$ cat config.mk
export PLATFORM = sky130hd
export DESIGN_NAME = stopwatch_counter
export DESIGN_NICKNAME = d
export VERILOG_FILES = /design/src/rtl/stopwatch_counter.sv
export SDC_FILE = /design/constraint.sdc
export NUM_CORES = 1
export LEC_CHECK = 0
export BUFFER_PORTS_ARGS = -buffer_cell sky130_fd_sc_hd__buf_2
export CAP_MARGIN = 25
export CORE_MARGIN = 2
export CORE_UTILIZATION = 45
export CTS_CLUSTER_SIZE = 12
export DETAILED_ROUTE_END_ITERATION = 10
export PLACE_DENSITY = 0.71
export RECOVER_POWER = 100
export SETUP_SLACK_MARGIN = 0.5
export SYNTH_ARGS = -nofsm -noshare
export SYNTH_HDL_FRONTEND = slang
export SYNTH_SLANG_ARGS = --single-unit
$ cat constraint.sdc
create_clock -name CLK_REF -period 3.2 [get_ports CLK_REF]
set_input_delay 0 -clock CLK_REF [delete_from_list [all_inputs] [get_ports CLK_REF]]
set_output_delay 0 -clock CLK_REF [all_outputs]
set_load 0.03 [all_outputs]
$ cat src/rtl/stopwatch_counter.sv
// BCD MM:SS stopwatch clocked by 1 Hz / 2 Hz divider outputs, with run/pause, clear and field adjust.
// Define STOPWATCH_SYNC_EN to pass BTN_PAUSE, BTN_RST, ADJ and SEL through two-flop synchronizers.
module stopwatch_counter #(
   parameter int MIN_MAX      = 99,
   parameter int START_PAUSED = 1
) (
   input  logic       CLK_REF,
   input  logic       CLK_RES_N,
   input  logic       CLK_1HZ,
   input  logic       CLK_2HZ,
   input  logic       BTN_PAUSE,
   input  logic       BTN_RST,
   input  logic       ADJ,
   input  logic       SEL,
   output logic [3:0] MIN_T,
   output logic [3:0] MIN_O,
   output logic [3:0] SEC_T,
   output logic [3:0] SEC_O,
   output logic       BLINK,
   output logic [1:0] STATE,
   output logic       WRAP
);

   typedef enum logic [1:0] {
      ST_PAUSED = 2'b00,
      ST_RUN    = 2'b01,
      ST_ADJUST = 2'b10
   } state_t;

   localparam state_t     RESET_STATE = (START_PAUSED != 0) ? ST_PAUSED : ST_RUN;
   localparam logic [3:0] MAX_T       = 4'(MIN_MAX / 10);
   localparam logic [3:0] MAX_O       = 4'(MIN_MAX % 10);

   logic pause_in, rst_in, adj_in, sel_in;

`ifdef STOPWATCH_SYNC_EN
   logic [3:0] sync1_q, sync1_d, sync2_q, sync2_d;

   always_comb begin
      sync1_d = {BTN_PAUSE, BTN_RST, ADJ, SEL};
      sync2_d = sync1_q;
   end

   always_ff @(posedge CLK_REF or negedge CLK_RES_N) begin
      if (!CLK_RES_N) begin
         sync1_q <= 4'b0000;
         sync2_q <= 4'b0000;
      end else begin
         sync1_q <= sync1_d;
         sync2_q <= sync2_d;
      end
   end

   assign {pause_in, rst_in, adj_in, sel_in} = sync2_q;
`else
   assign {pause_in, rst_in, adj_in, sel_in} = {BTN_PAUSE, BTN_RST, ADJ, SEL};
`endif

   state_t     state_q, state_d;
   logic [3:0] min_t_q, min_t_d, min_o_q, min_o_d;
   logic [3:0] sec_t_q, sec_t_d, sec_o_q, sec_o_d;
   logic       blink_q, blink_d, wrap_q, wrap_d;
   logic       clk1_q, clk1_d, clk2_q, clk2_d, pause_q, pause_d;
   logic       tick1, tick2, pause_edge, sec_at_max, min_at_max;

   // Returns {tens, ones} advanced by one; callers handle the field's own upper limit.
   function automatic logic [7:0] bcd_inc(input logic [3:0] tens, input logic [3:0] ones);
      if (ones == 4'd9) bcd_inc = {tens + 4'd1, 4'd0};
      else              bcd_inc = {tens, ones + 4'd1};
   endfunction

   assign tick1      = CLK_1HZ & ~clk1_q;
   assign tick2      = CLK_2HZ & ~clk2_q;
   assign pause_edge = pause_in & ~pause_q;
   assign sec_at_max = (sec_t_q == 4'd5) && (sec_o_q == 4'd9);
   assign min_at_max = (min_t_q == MAX_T) && (min_o_q == MAX_O);

   always_comb begin
      state_d = state_q;
      min_t_d = min_t_q;
      min_o_d = min_o_q;
      sec_t_d = sec_t_q;
      sec_o_d = sec_o_q;
      blink_d = blink_q;
      wrap_d  = 1'b0;
      clk1_d  = CLK_1HZ;
      clk2_d  = CLK_2HZ;
      pause_d = pause_in;

      if (rst_in) begin
         {min_t_d, min_o_d, sec_t_d, sec_o_d} = 16'h0000;
      end else if (adj_in) begin
         state_d = ST_ADJUST;
         if (tick2) begin
            blink_d = ~blink_q;
            if (sel_in) begin
               if (min_at_max) {min_t_d, min_o_d} = 8'h00;
               else            {min_t_d, min_o_d} = bcd_inc(min_t_q, min_o_q);
            end else begin
               if (sec_at_max) {sec_t_d, sec_o_d} = 8'h00;
               else            {sec_t_d, sec_o_d} = bcd_inc(sec_t_q, sec_o_q);
            end
         end
      end else if (state_q == ST_ADJUST) begin
         state_d = ST_PAUSED;
         blink_d = 1'b0;
      end else begin
         // Count against the current state first; a coincident pause edge only affects later ticks.
         if ((state_q == ST_RUN) && tick1) begin
            if (!sec_at_max) begin
               {sec_t_d, sec_o_d} = bcd_inc(sec_t_q, sec_o_q);
            end else if (!min_at_max) begin
               {sec_t_d, sec_o_d} = 8'h00;
               {min_t_d, min_o_d} = bcd_inc(min_t_q, min_o_q);
            end else begin
               {min_t_d, min_o_d, sec_t_d, sec_o_d} = 16'h0000;
               wrap_d = 1'b1;
            end
         end
         if (pause_edge) state_d = (state_q == ST_RUN) ? ST_PAUSED : ST_RUN;
      end
   end

   always_ff @(posedge CLK_REF or negedge CLK_RES_N) begin
      if (!CLK_RES_N) begin
         state_q <= RESET_STATE;
         min_t_q <= 4'd0;
         min_o_q <= 4'd0;
         sec_t_q <= 4'd0;
         sec_o_q <= 4'd0;
         blink_q <= 1'b0;
         wrap_q  <= 1'b0;
         clk1_q  <= 1'b0;
         clk2_q  <= 1'b0;
         pause_q <= 1'b0;
      end else begin
         state_q <= state_d;
         min_t_q <= min_t_d;
         min_o_q <= min_o_d;
         sec_t_q <= sec_t_d;
         sec_o_q <= sec_o_d;
         blink_q <= blink_d;
         wrap_q  <= wrap_d;
         clk1_q  <= clk1_d;
         clk2_q  <= clk2_d;
         pause_q <= pause_d;
      end
   end

   assign MIN_T = min_t_q;
   assign MIN_O = min_o_q;
   assign SEC_T = sec_t_q;
   assign SEC_O = sec_o_q;
   assign BLINK = blink_q;
   assign STATE = state_q;
   assign WRAP  = wrap_q;

endmodule

==> impl_metrics.toml <==
[synthesis]
syn_avg_cell_area_um2 = 10.05
synth_top_family_by_area = "simple AND/OR/NAND/NOR gates"
synth-seq-area-share = 0.4089
synthXorXnorAreaFrac = 0
synth_cell_types = 42
synth-edff-count = 0
synthAdderAreaFrac = 0.08889
synthSimpleGateAreaFrac = 0.2160
yosysWarnings = 0
synthTopCellsByArea = "dfrtp_1 41%, ha_1 8.9%, o21ai_0 3.6%"
synth_mux_area_frac = 0.008000
yosys_register_bits = 23
syn_inst = 140
syn-num-nets = 158
synth_compound_area_frac = 0.2133
yosys.area.top_type = "dfrtp_1"
syn_area_mm2 = 0.001408
synthFlopType = "dfrtp_1"
async_flop_share = 1.000
synth_top_area_frac = 0.4089

[die]
die_width_um = 59.93
initial_utilization = 0.4687
dieArea_mm2 = 0.003592
io_pins = 28
rows = 20
fp.dieH_um = 59.93
core-area_mm2 = 0.003003

[place]
dp_cells = 195
pre_cts_ws_ns = 0.9455
dp_hpwl_um = 2191
numPortBuffers = 27
place.gp.congestion = 0.7582
placed_cell_area_mm2 = 0.001541

[route]
drc = 0
vias = 1208
viasPerCell = 5.922
avgRoutedWirePerCell_um = 14.68
drt_first_pass_iters = 4
antenna_left = 0
drt_iter0_markers = 34
wl_um = 2995

[timing]
fmax_ghz = 0.4465
rsz0062_at_grt = "no"
skew_ns = 0.003044
setup_violations = 0
final.min_clock_period_ns = 2.239
final.setup.worst_slack_ns = 0.9606
fin_setup_tns_ns = 0
slew_headroom = 0.1958
worstMarginPinSlew_ns = 1.206
fin_crit_sh = 0.6998
final-hold-violation-count = 0
drv_slew = 0

[grt]
antenna_found_initial = 0
grt_util_met1 = 0.2353
grt_busiest_layer = "met2"
grt_pass1_wl_um = 5037
grt_max_degree = 25
grt_usage = 0.1860
globalRouteMet2Util = 0.3214
grt_pass1_vias = 1144
use_met3 = 0.02814
overflow = 0

[layout]
nets = 190
final_cells = 204
syn2layout_area_growth_pct = 10.67
final_common_cell = "clkbuf_1"
finalInstanceArea_mm2 = 0.001558
drive_above_1_share = 0.08187
mostFrequentLayoutCells = "24 x clkbuf_1, 23 x dfrtp_1, 13 x inv_1"
nFillCells = 296
antennaDiodeCount = 0

[worst_setup_path]
crit_fanout = 15
cp.required_ns = 3.39
end_kind = "register"
critPathKind = "register to register"
startpoint_type = "register"
arrival_ns = 2.43

[clocking]
clock_latency_ns = 0.30
cts_resized = 0
ctsHoldBuffers = 5
cts_buffers = 3
h-tree-depth = 1
cts.reportedPaths.clkPinSlew_ns = 0.12
cts_setup_buffers = 0
clkSinkCount = 23
cts_root_buffer = "clkbuf_4"
cts_tree = "done"
clk_path_buf_depth = 2

[run]
max_cap_viol_count = 0

[pwr]
p_leak_nw = 0.6747
vdd_ir_drop_max_v = 0.0002023
power_per_cell_area_mw_per_mm2 = 463.0

[outcome]
status = "complete, no violations"

[hold_path]
min_path_type = "input port to register"
-- critical path, stage by stage, from the launching register on --
cell and delay, ns:
dfrtp_1 0.41, inv_1 0.09, ha_1 0.19, and4bb_1 0.25, a211oi_2 0.76, o21ai_0 0.21
a22o_1 0.22
-- through the flow --
step	power, mW	util	hold WS (ns)
floorplan	0.5317	-	-0.2956
global placement	0.5884	0.5133	-0.001717
detailed placement	0.6068	0.5133	0.004276
CTS	0.7411	0.5388	0.1490
global route	0.7748	0.5188	0.1566
finish	0.7213	0.5188	0.1459
-- layer usage --
layer,vias to the layer above,part of all wire
met5,-,0
met4,0,0.0057
met3,2,0.030
met2,21,0.50
met1,596,0.46
li1,589,-
-- state kept, by name (all words and copies together), names as in the netlist --
signal and count:
MIN_O 4, MIN_T 4, SEC_O 4, SEC_T 4
STATE 2, BLINK 1, WRAP 1, clk1_q 1
clk2_q 1, pause_q 1
-- report_power, final --
group	total [mW]	switching (mW)	internal (mW)
registers	0.368	0.0436	0.324
logic	0.226	0.152	0.0733
clock network	0.128	0.0794	0.0485
-- synthesized netlist by cell type, types with 3 or more instances --
cell and number:
a21oi_1 8, and3b_1 3, buf_6 3, dfrtp_1 23, ha_1 10, inv_1 13, nand2_1 4, nand3_1 9
nor2_1 5, nor3_1 3, nor4_1 3, o21ai_0 10, o31ai_1 4, or4_1 4
-- area by class of cell --
type                       count  area [µm²]  share of cell area
inverter                      13       48.80             0.03133
clock buffer                   4       26.28             0.01687
sequential                    23       575.6              0.3695
timing repair buffer          32       156.4              0.1004
tap                           33       41.29             0.02651
multi-input combinational     99       709.4              0.4554
-- logic make-up after synthesis --
kind of cell	after synthesis
DFF	23
AOI/OAI and AO/OA	40
muxes	1
adders and majority gates	10
buffers and inverters	18
and+or+nand+nor	48
-- worst paths after layout --
| path | from | to | slack [ns] | cells after the start |
|---|---|---|---|---|
| worst max-delay path | STATE[0] | SEC_T[3] | 0.96 | 6 |
| worst min-delay path | BTN_RST | MIN_O[2] | 0.15 | 2 |
| worst max register to register | STATE[0] | SEC_T[3] | 0.96 | 6 |
| worst min register to register | MIN_T[3] | MIN_T[3] | 0.57 | 1 |
| max in group asynchronous | CLK_RES_N | MIN_O[2] | 2.03 | 2 |
| min in group asynchronous | CLK_RES_N | pause_q | 0.46 | 2 |
(Power assumes the default switching activity.)
